`config.mk`:
```
export PLATFORM = sky130hd
export DESIGN_NAME = lp805x_fsgate
export DESIGN_NICKNAME = d
export VERILOG_FILES = /design/src/rtl/lp805x_fs_defs.sv /design/src/rtl/lp805x_fsgate_cnt.sv /design/src/rtl/lp805x_fsgate.sv
export SDC_FILE = /design/constraint.sdc
export NUM_CORES = 1
export LEC_CHECK = 0
export ABC_AREA = 1
export BUFFER_PORTS_ARGS = -buffer_cell sky130_fd_sc_hd__buf_4
export CAP_MARGIN = 25
export CORE_MARGIN = 2
export CORE_UTILIZATION = 60
export DETAILED_ROUTE_END_ITERATION = 8
export PLACE_DENSITY = 0.82
export SYNTH_ARGS = -nofsm -noshare
export SYNTH_HDL_FRONTEND = slang
export SYNTH_HIERARCHICAL = 1
export SYNTH_SLANG_ARGS = --single-unit
```
`constraint.sdc`:
```
create_clock -name clki -period 2.8 [get_ports clki]
set_input_delay 0.14 -clock clki [delete_from_list [all_inputs] [get_ports clki]]
set_output_delay 0.14 -clock clki [all_outputs]
set_load 0.05 [all_outputs]
```
`src/rtl/lp805x_fs_defs.sv`:
```
// Frequency-scaling definitions shared by lp805x_fsgate, lp805x_schedfs and the power-control SFR.
package lp805x_fs_defs;

    localparam int unsigned FS_DW        = 8;
    localparam logic [7:0]  FS_STOP_CODE = 8'hFF;

    typedef enum logic [1:0] {
        FS_RUN  = 2'd0,
        FS_PEND = 2'd1,
        FS_STOP = 2'd2
    } fs_state_e;

endpackage

```
`src/rtl/lp805x_fsgate_cnt.sv`:
```
// Loadable down-counter with zero flag; the enable period timer of lp805x_fsgate.
module lp805x_fsgate_cnt
    import lp805x_fs_defs::*;
#(
    parameter int unsigned DW = FS_DW
) (
    input  logic          clk,
    input  logic          rst,
    input  logic          load,
    input  logic [DW-1:0] load_val,
    output logic [DW-1:0] cnt,
    output logic          zero
);

    logic [DW-1:0] cnt_q;
    logic [DW-1:0] cnt_d;

    always_comb begin
        cnt_d = load ? load_val : cnt_q - DW'(1);
    end

    always_ff @(posedge clk or posedge rst) begin
        if (rst) begin
            cnt_q <= '0;
        end else begin
            cnt_q <= cnt_d;
        end
    end

    assign cnt  = cnt_q;
    assign zero = (cnt_q == '0);

endmodule

```
`src/rtl/lp805x_fsgate.sv`:
```
// Clock-enable gate: turns the scheduler divide code into a 1-of-(index+1) enable pulse train.
// Optional macro LP805X_FSGATE_WAKE_EN adds the wake input (forced full-speed exit).
module lp805x_fsgate
    import lp805x_fs_defs::*;
#(
    parameter int unsigned   DW        = FS_DW,
    parameter logic [DW-1:0] STOP_CODE = DW'(FS_STOP_CODE)
) (
    input  logic          clki,
    input  logic          rst,
    input  logic [DW-1:0] index,
`ifdef LP805X_FSGATE_WAKE_EN
    input  logic          wake,
`endif
    output logic          clk_en,
    output logic [DW-1:0] cur_index,
    output logic          fs_ack,
    output logic          stopped
);

    fs_state_e     state_q, state_d;
    logic [DW-1:0] idx_q, idx_d;
    logic [DW-1:0] cur_q, cur_d;
    logic          clk_en_q, clk_en_d;
    logic          fs_ack_q, fs_ack_d;
    logic          cnt_load;
    logic [DW-1:0] cnt_val;
    logic [DW-1:0] cnt;
    logic          cnt_zero;

    lp805x_fsgate_cnt #(.DW(DW)) u_cnt (
        .clk      (clki),
        .rst      (rst),
        .load     (cnt_load),
        .load_val (cnt_val),
        .cnt      (cnt),
        .zero     (cnt_zero)
    );

    always_comb begin
        idx_d    = index;
        cur_d    = cur_q;
        state_d  = state_q;
        clk_en_d = 1'b0;
        fs_ack_d = 1'b0;
        cnt_load = 1'b0;
        cnt_val  = cur_q;
        unique case (state_q)
            FS_RUN: begin
                if (cnt_zero) begin
                    clk_en_d = 1'b1;
                    cnt_load = 1'b1;
                end
                if (idx_q != cur_q) state_d = FS_PEND;
            end
            FS_PEND: begin
                if (idx_q == cur_q) begin
                    state_d = FS_RUN;
                    if (cnt_zero) begin
                        clk_en_d = 1'b1;
                        cnt_load = 1'b1;
                    end
                end else if (cnt_zero) begin
                    // Boundary: the old period's closing pulse and the new ratio share this edge.
                    cur_d    = idx_q;
                    fs_ack_d = 1'b1;
                    cnt_load = 1'b1;
                    if (idx_q == STOP_CODE) begin
                        cnt_val = '0;
                        state_d = FS_STOP;
                    end else begin
                        cnt_val  = idx_q;
                        clk_en_d = 1'b1;
                        state_d  = FS_RUN;
                    end
                end
            end
            FS_STOP: begin
                cnt_load = 1'b1;
                cnt_val  = '0;
                if (idx_q != STOP_CODE) begin
                    cur_d    = idx_q;
                    fs_ack_d = 1'b1;
                    state_d  = FS_RUN;
                end
            end
            default: begin
                cnt_load = 1'b1;
                cnt_val  = '0;
                state_d  = FS_RUN;
            end
        endcase
`ifdef LP805X_FSGATE_WAKE_EN
        if (wake) begin
            cur_d    = '0;
            cnt_load = 1'b1;
            cnt_val  = '0;
            state_d  = FS_RUN;
            fs_ack_d = 1'b1;
            clk_en_d = 1'b1;
        end
`endif
    end

    always_ff @(posedge clki or posedge rst) begin
        if (rst) begin
            state_q  <= FS_RUN;
            idx_q    <= '0;
            cur_q    <= '0;
            clk_en_q <= 1'b0;
            fs_ack_q <= 1'b0;
        end else begin
            state_q  <= state_d;
            idx_q    <= idx_d;
            cur_q    <= cur_d;
            clk_en_q <= clk_en_d;
            fs_ack_q <= fs_ack_d;
        end
    end

    assign clk_en    = clk_en_q;
    assign cur_index = cur_q;
    assign fs_ack    = fs_ack_q;
    assign stopped   = (state_q == FS_STOP);

endmodule

```
==> out/metrics.cfg <==
[timing]
min_period_over_period = 0.770
rsz0062_at_grt = no
skew_ns = 0.00483
setup_ws_ns = 0.643
relSlewSlack = 0.513
worst_slew_pin_slew_ns = 0.729
period_needed_ns = 2.16
max_freq_mhz = 464
tns_ns = 0
hold_viol_final = 0
setup-violations-final = 0
report.final.slew_viol_count = 0

[clocking]
cts_htree_levels = 1
root_buffer = clkbuf_4
postCtsSetupBuffers = 0
clockBufferDepth = 2
cts_resized = 0
clkLatencyLatePin_ns = 0.33
cts_buffers = 3
clk_pin_slew_ns = 0.15
cts_tree = built
clock_sinks = 28

[worst_hold_path]
hold_class = in2async

[final_layout]
syn2layout_area_growth_pct = 16.3
antenna_cells = 0
drive_above_1_share = 0.197
final_util = 0.720
stdcell_count = 323
mostFrequentLayoutCells = nand2_1 (88), nand3_1 (40), dfrtp_1 (28)
nets = 306
final_common_cell = nand2_1
fill_cells = 236

[yosys]
synth_cell_types = 27
yosysTopAreaCell = dfrtp_1
synthCells = 260
synth_area_leaders = dfrtp_1 (38%), nand2_1 (18%), nand3_1 (11%), inv_1 (5.3%), nor2_1 (3.7%)
syn_area_per_cell_um2 = 7.09
ys_seq_area_frac = 0.380
ys_ff_latch = 28
synth_fp_nets = 275
synthesis.area_mm2 = 0.00184
synth.yosys.warnings = 6
synth_top_area_frac = 0.380

[routing]
drc = 0
wl_met1_mm = 1.79
topRoutingLayerUsed = met4
avgViaCountPerCell = 5.14
postRouteAntennaNets = 0
drt_wl_total_mm = 3.90
wl_per_cell_um = 12.1
drt_iter0_drc = 63
wl_met2_mm = 1.99
routed-wl-met3_um = 110
drtPass1Iterations = 4
num_vias = 1661

[global_routing]
grt_max_degree = 21
grt_pass1_wl_mm = 6.53
grt_pass1_vias = 1510
overflow = 0
antenna_found_initial = 0
track_usage = 0.244

[critical_path]
worstReg2RegEnd = u_cnt/cnt[3]
crit_required_ns = 3.07
crit_type = reg2reg
worst-r2r-cell-count = 10
worstPathMaxFanout = 7
startpoint_type = flop
r2r-start = u_cnt/cnt[0]
r2r_setup_slack_ns = 0.64
worst_ep_arrival_time_ns = 2.42
critPathCaptureType = flop

[floorplan]
num_rows = 20
die_h_um = 59.4
die_width_um = 59.4
start_util = 0.619
dieArea_mm2 = 0.00353
core_area_mm2 = 0.00298
ios = 21

[power]
clkPwrFrac = 0.119
p_sw_frac = 0.499
p_leak_nw = 1.15
max-vdd-ir-drop_mv = 0.689
power_mw = 2.23
p_int_mw = 1.12
pwr-share-comb = 0.565
seqPwrFrac = 0.316
p_sw_mw = 1.12
power-per-cell-area_mw_per_mm2 = 1040

[status]
status = finished, final reports clean

[place]
dp_hpwl_mm = 2.88
port_buffers = 20
gp_congestion = 0.852
dp_slack_ns = 0.716
dp.cells = 310

[job]
cap_violations = 0

## cells in the mapped netlist, drive strengths merged
cell and n:
nand4 1, buf 4, a21oi 2, clkinv 1
nand2 99, nor3 3, xor2 2, o21ai 8
inv 35, or2 1, a21boi 1, dfrtp 28
xnor2 2, clkbuf 1, nand3 41, nor2 24
ha 5, a31oi 2
## state kept, by name, summed over array words and instances, names as in the netlist
signal and count:
idx_q 8, state_q 2, clk_en 1, u_cnt/cnt 8
fs_ack 1, cur_index 8
## worst max path at each step
stage / from / to / slack, ns / cells after the start
CTS: u_cnt/cnt[0] / u_cnt/cnt[3] / 0.68 / 10
floorplan: u_cnt/cnt[0] / u_cnt/cnt[3] / 0.96 / 10
global placement: u_cnt/cnt[0] / u_cnt/cnt[3] / 0.76 / 10
finish: u_cnt/cnt[0] / u_cnt/cnt[3] / 0.64 / 10
global route: u_cnt/cnt[0] / u_cnt/cnt[3] / 0.44 / 10
detailed placement: u_cnt/cnt[0] / u_cnt/cnt[3] / 0.72 / 10
## layer usage
layer  GRT usage  up-vias
met4      0.0584        0
met2       0.430       35
li1            -      873
met5           0        -
met1       0.319      751
met3      0.0262        2
## critical path, stage by stage (launching register included)
cell and delay (ns):
dfrtp_1 0.44, inv_2 0.09, ha_1 0.14, nand3_1 0.07
nor2_1 0.41, nand2_1 0.11, a21oi_1 0.41, nand3_1 0.14
nand3_1 0.10, nor2_1 0.05, a31oi_1 0.12
## through the flow
step                hold WS (ns)  cell area [um2]
floorplan                -0.0443             1840
global placement           0.107             2000
detailed placement         0.111             2000
CTS                        0.291             2140
global route               0.306             2140
finish                     0.282             2140
## cell type report
class / instances / area [um2] / area share
multi-input cells: 191 / 958 / 0.447
flip-flops and latches: 28 / 701 / 0.327
repair buffers: 31 / 255 / 0.119
inverters: 36 / 136 / 0.0636
well taps: 33 / 41.3 / 0.0193
clock inverters: 1 / 30.0 / 0.0140
clock buffers: 3 / 22.5 / 0.0105
## kinds of logic after synthesis
group	share of synthesized area
fa+ha+maj	0.0339
buf+inv	0.100
simple gates	0.423
compound gates	0.0441
xor+xnor	0.0190
flops	0.380
## what timing repair did
action	in CTS	in global routing
setup endpoints to repair	0	0
hold endpoints to repair	36	0
hold buffers	9	0
## power groups by stage
stage | combinational [mW] | clock, mW | sequential, mW
after floorplan | 0.808 | 0 | 0.871
after global placement | 1.23 | 0 | 0.706
after detailed placement | 1.25 | 0 | 0.712
after CTS | 1.27 | 0.270 | 0.703
after global routing | 1.41 | 0.285 | 0.723
final | 1.26 | 0.266 | 0.707
Note: power is estimated with default switching activity, not from simulation.
